### config.mk
export PLATFORM = sky130hd
export DESIGN_NAME = bcd_ascii_streamer
export DESIGN_NICKNAME = d
export VERILOG_FILES = /design/src/rtl/bcd_ascii_streamer.sv
export SDC_FILE = /design/constraint.sdc
export NUM_CORES = 1
export LEC_CHECK = 0
export BUFFER_PORTS_ARGS = -buffer_cell sky130_fd_sc_hd__buf_2
export CAP_MARGIN = 10
export CORE_MARGIN = 5
export CORE_UTILIZATION = 40
export CTS_CLUSTER_SIZE = 16
export DETAILED_ROUTE_END_ITERATION = 10
export PLACE_DENSITY = 0.62
export REMOVE_ABC_BUFFERS = 1
export SLEW_MARGIN = 20
export SYNTH_ARGS = -nofsm -noshare
export SYNTH_HDL_FRONTEND = slang
export SYNTH_SLANG_ARGS = --single-unit
### constraint.sdc
create_clock -name clk -period 2.2 [get_ports clk]
set_input_delay 0.22 -clock clk [delete_from_list [all_inputs] [get_ports clk]]
set_output_delay 0.22 -clock clk [all_outputs]
set_load 0.1 [all_outputs]
### src/rtl/bcd_ascii_streamer.sv
// BCD-to-ASCII streamer: one BCD word in over valid/ready, one ASCII byte out per beat, MSD first.
// Define BCD_TERM_EN to append TERM_CHAR as an extra final beat after digit 0.
module bcd_ascii_streamer #(
  parameter int          DIGITS     = 4,
  parameter logic [7:0]  BLANK_CHAR = 8'h20,
  parameter logic [7:0]  TERM_CHAR  = 8'h0D
) (
  input  logic                  clk,
  input  logic                  rst,
  input  logic                  in_valid,
  output logic                  in_ready,
  input  logic [4*DIGITS-1:0]   bcd,
  input  logic                  blank_lz,
  output logic                  out_valid,
  input  logic                  out_ready,
  output logic [7:0]            out_char,
  output logic                  out_last,
  output logic [8*DIGITS-1:0]   command,
  output logic                  bad_digit,
  output logic [1:0]            dbg_state_o
);

  localparam int BW = 4 * DIGITS;
  localparam int IW = (DIGITS > 1) ? $clog2(DIGITS) : 1;
`ifdef BCD_TERM_EN
  localparam bit TERM_EN = 1'b1;
`else
  localparam bit TERM_EN = 1'b0;
`endif

  // Handshakes: a transfer happens on a rising edge where valid && ready are both high;
  // a producer holds its payload stable while valid is high and ready is low.
  typedef enum logic [1:0] {
    IDLE = 2'd0,
    SEND = 2'd1
`ifdef BCD_TERM_EN
    , TERM = 2'd2
`endif
  } state_t;

  state_t              state_q;
  logic                in_ready_q;
  logic                out_valid_q;
  logic                out_last_q;
  logic [7:0]          out_char_q;
  logic [8*DIGITS-1:0] command_q;
  logic                bad_q;
  logic [BW-1:0]       bcd_q;
  logic                blank_q;
  logic [IW-1:0]       idx_q;
  logic [IW-1:0]       idx_d;
  logic [8*DIGITS-1:0] cmd_d;
  logic                bad_d;

  function automatic logic [7:0] map_digit(input logic [3:0] d);
    return (d <= 4'd9) ? (8'h30 | {4'h0, d}) : 8'h3F;
  endfunction

  // A position is blanked when it and every digit above it are zero; digit 0 never blanks.
  function automatic logic [7:0] disp_char(input logic [BW-1:0] w, input logic blank,
                                           input logic [IW-1:0] k);
    logic lz;
    lz = blank;
    for (int j = DIGITS - 1; j >= 0; j--) begin
      if (j >= int'(k) && w[4*j +: 4] != 4'd0) lz = 1'b0;
    end
    if (lz && k != '0) return BLANK_CHAR;
    return map_digit(w[4*int'(k) +: 4]);
  endfunction

  assign idx_d = idx_q - IW'(1);

  always_comb begin
    cmd_d = '0;
    bad_d = 1'b0;
    for (int k = 0; k < DIGITS; k++) begin
      cmd_d[8*(DIGITS-k)-1 -: 8] = map_digit(bcd[4*k +: 4]);
      if (bcd[4*k +: 4] > 4'd9) bad_d = 1'b1;
    end
  end

  always_ff @(posedge clk or posedge rst) begin
    if (rst) begin
      state_q     <= IDLE;
      in_ready_q  <= 1'b0;
      out_valid_q <= 1'b0;
      out_last_q  <= 1'b0;
      out_char_q  <= 8'h00;
      command_q   <= '0;
      bad_q       <= 1'b0;
      bcd_q       <= '0;
      blank_q     <= 1'b0;
      idx_q       <= '0;
    end else begin
      unique case (state_q)
        IDLE: begin
          if (in_valid && in_ready_q) begin
            bcd_q       <= bcd;
            blank_q     <= blank_lz;
            idx_q       <= IW'(DIGITS - 1);
            command_q   <= cmd_d;
            bad_q       <= bad_d;
            out_char_q  <= disp_char(bcd, blank_lz, IW'(DIGITS - 1));
            out_valid_q <= 1'b1;
            out_last_q  <= (DIGITS == 1) && !TERM_EN;
            in_ready_q  <= 1'b0;
            state_q     <= SEND;
          end else begin
            in_ready_q  <= 1'b1;
          end
        end
        SEND: begin
          if (out_ready) begin
            if (idx_q == '0) begin
              out_char_q <= TERM_EN ? TERM_CHAR : out_char_q;
`ifdef BCD_TERM_EN
              out_last_q <= 1'b1;
              state_q    <= TERM;
`else
              out_valid_q <= 1'b0;
              out_last_q  <= 1'b0;
              in_ready_q  <= 1'b1;
              state_q     <= IDLE;
`endif
            end else begin
              idx_q      <= idx_d;
              out_char_q <= disp_char(bcd_q, blank_q, idx_d);
              out_last_q <= (idx_d == '0) && !TERM_EN;
            end
          end
        end
`ifdef BCD_TERM_EN
        TERM: begin
          if (out_ready) begin
            out_valid_q <= 1'b0;
            out_last_q  <= 1'b0;
            in_ready_q  <= 1'b1;
            state_q     <= IDLE;
          end
        end
`endif
        default: state_q <= IDLE;
      endcase
    end
  end

  assign in_ready    = in_ready_q;
  assign out_valid   = out_valid_q;
  assign out_char    = out_char_q;
  assign out_last    = out_last_q;
  assign command     = command_q;
  assign bad_digit   = bad_q;
  assign dbg_state_o = state_q;

endmodule

==> metrics.cfg <==
[global_route]
number_of_global_route_vias_before_repair = 1764
globalRouteTotalUtil = 0.141
grt_start_max_net_pins = 37
first_pass_grt_wire_length_um = 8110
grt-ovfl-total = 0
number_of_antenna_violations_at_the_first_check_in_global_routing = 0

[yosys]
biggest_area_contributors_in_the_synthesized_netlist = sky130_fd_sc_hd__dfrtp_1, sky130_fd_sc_hd__nand2_1, sky130_fd_sc_hd__buf_4
postSynthCellCount = 232
yosys.area.top_type_share = 0.526
ys_ff_latch = 46
yosys.cell_types.count = 32
synthesis.area_per_instance_um2 = 9.43
ys_warns = 0
synth-seq-area-share = 0.526
synthesis.area_mm2 = 0.00219
netlist.top_cell.by_area = sky130_fd_sc_hd__dfrtp_1

[place]
port-buffer-count = 55
post-dp-hpwl_um = 3640
place_worst_setup_slack_ps = 226
final_weighted_congestion_in_routability_driven_placement = 0.854

[floorplan]
die_area_mm2 = 0.00705
die_boundary_height_um = 83.9
coreArea_mm2 = 0.00541
initial_utilization = 0.405
num_io_pins = 67
rows = 27
chipWidth_um = 83.9

[setup_path]
arrival_ps = 2160
worst_setup_path_end_kind = flip-flop
r2r_start = idx_q[0]
destination_of_the_worst_register_to_register_timing_path = out_char[0]
critical_path.max_fanout = 6
crit_path_end = out_char[0]
worst-r2r-setup-slack_ps = 230
worst_setup_path_start_kind = flip-flop
worst_ep_required_time_ps = 2380
worst_setup_path_startpoint = idx_q[0]
reg2regPathDepth = 6
critical_setup_path_class = reg2reg

[routing]
wl_met2_um = 2260
routed_via_density = 4.71
post-route-drc-count = 0
final_routed_wire_length_divided_by_cell_count_um = 13.3
m1WireLength_um = 2110
dr_total_vias = 1672
route.met3.wl_um = 255
dr.pass1.iters = 4
antenna_violating_nets_post_route = 0
route.final.wire_length_um = 4710
drt-initial-drc-count = 62
top_layer = met4

[cts]
numClockSinks = 46
cts_made_buffers = 5
tritoncts = yes
clock-root-buffer = sky130_fd_sc_hd__clkbuf_8
h-tree-depth = 2
total_of_cells_resized_after_clock_tree_synthesis = 0
clock_tree.buffer_depth = 2
clock_insertion_delay_worst_skew_ps = 300
clkSlewWorstSetupHoldPaths_ps = 80
hold_buffers = 1
cts_setup_buffers = 0

[sta]
worstMarginPinSlew_ps = 595
setup_violations = 0
setup_slack_ps = 227
max_clock_freq_mhz = 507
rsz0062_at_grt = no
finalSetupTns_ps = 0
slew_violations = 0
min_period_over_period = 0.897
final_hold_viol_count = 0
slew-limit-headroom = 0.599
clock_skew_ps = 6.29
period_needed_ps = 1970

[cells_and_area]
syn_to_final_growth_pct = 17.2
antenna_cells = 0
proportion_of_layout_cells_with_a_drive_suffix_above_1 = 0.261
nNetsFinal = 307
layout.filler_cells = 557

[hold_path]
hold_class = in2reg
min_delay_path_depth = 3
hold_path.startpoint = bcd[4]

[status]
outcome = complete, no violations

[flow_run]
drv.max_cap_violation_count = 0

placed cells by master (no fill, tap or decap):
master	netlist	routed
sky130_fd_sc_hd__nand2_1	79	79
sky130_fd_sc_hd__buf_2	3	55
sky130_fd_sc_hd__dfrtp_1	46	46
sky130_fd_sc_hd__o21ai_0	13	13
sky130_fd_sc_hd__a21oi_1	13	13
sky130_fd_sc_hd__conb_1	1	11
sky130_fd_sc_hd__nor2_1	10	10
sky130_fd_sc_hd__clkbuf_8	0	8
sky130_fd_sc_hd__buf_4	19	6
sky130_fd_sc_hd__nand3_1	4	4
sky130_fd_sc_hd__ha_1	4	4
sky130_fd_sc_hd__o22a_1	3	3
sky130_fd_sc_hd__inv_1	4	3
sky130_fd_sc_hd__mux4_2	3	3
sky130_fd_sc_hd__a21o_1	3	3
sky130_fd_sc_hd__and3b_1	2	2
sky130_fd_sc_hd__nor4_1	2	2
sky130_fd_sc_hd__o311ai_0	2	2
sky130_fd_sc_hd__a31oi_1	2	2
sky130_fd_sc_hd__nand3b_1	1	1
sky130_fd_sc_hd__nand2b_1	1	1
sky130_fd_sc_hd__inv_2	0	1
sky130_fd_sc_hd__or3_1	1	1
sky130_fd_sc_hd__o21a_1	1	1
sky130_fd_sc_hd__mux4_1	1	1
sky130_fd_sc_hd__o41ai_1	1	1
sky130_fd_sc_hd__nor4b_1	1	1
sky130_fd_sc_hd__o2111ai_1	1	1
sky130_fd_sc_hd__o211ai_2	1	1
sky130_fd_sc_hd__nor2b_1	1	1
sky130_fd_sc_hd__a22oi_1	1	1
sky130_fd_sc_hd__a41oi_1	1	1
sky130_fd_sc_hd__dlygate4sd3_1	0	1
routing by layer:
metal | vias up | global-route usage
met2 | 40 | 0.231
met3 | 9 | 0.0444
met5 | - | 0
met4 | 0 | 0.0482
li1 | 848 | -
met1 | 775 | 0.177
stage by stage:
stage,area (µm²),instances,util,hold WS [ps]
final,2560,355,0.474,134
after global routing,2560,355,0.474,133
after CTS,2560,355,0.474,133
after detailed placement,2440,346,0.452,290
after global placement,2440,346,0.452,290
after floorplan,2030,213,-,325
critical path, stage by stage (launching register included):
cell and delay (ps):
sky130_fd_sc_hd__dfrtp_1 360, sky130_fd_sc_hd__inv_1 70, sky130_fd_sc_hd__ha_1 430, sky130_fd_sc_hd__mux4_2 580
sky130_fd_sc_hd__o21a_1 210, sky130_fd_sc_hd__o211ai_2 150, sky130_fd_sc_hd__a21oi_1 80
final cells by class:
type,instances,area (µm²),area share
inverters,4,15.0,0.00586
flip-flops and latches,46,1150,0.449
multi-input cells,163,867,0.338
repair buffers,62,330,0.129
clock buffers,8,110,0.0429
well taps,72,90.1,0.0351
registers in the layout (all words and copies together) (netlist names):
name and cells:
bad_digit 1, bcd_q 16, blank_q 1, command 17, idx_q 2, in_ready 1
out_char 6, out_last 1, out_valid 1
how the worst min path moves through the flow:
stage	end	slack (ps)
3_3_place_gp	bcd_q[15]	290
2_1_floorplan	bcd_q[0]	330
4_1_cts	bcd_q[4]	130
3_5_place_dp	command[19]	290
5_1_grt	bcd_q[8]	130
6_report	bcd_q[4]	130
kinds of logic after synthesis:
kind of cell    synth area share
fa+ha+maj                 0.0229
compound gates             0.120
buf+inv                   0.0944
simple gates               0.192
mux                       0.0429
flops                      0.526
other cells              0.00171
cells in the mapped netlist (all sizes together):
library cell / n
nor4: 2
mux4: 4
clkbuf: 6
o2111ai: 1
nor2b: 1
nor4b: 1
o211ai: 1
inv: 4
o21a: 1
a22oi: 1
o311ai: 2
a41oi: 1
nand3: 4
nand2b: 1
o21ai: 13
or3: 1
dfrtp: 46
buf: 23
nor2: 10
ha: 4
a21oi: 13
nand2: 79
o41ai: 1
a21o: 3
o22a: 3
nand3b: 1
a31oi: 2
conb: 1
and3b: 2
Power is left out: the tool's default activity adds up to more than one toggle a clock period on the data nets, which glitch-free logic cannot reach.
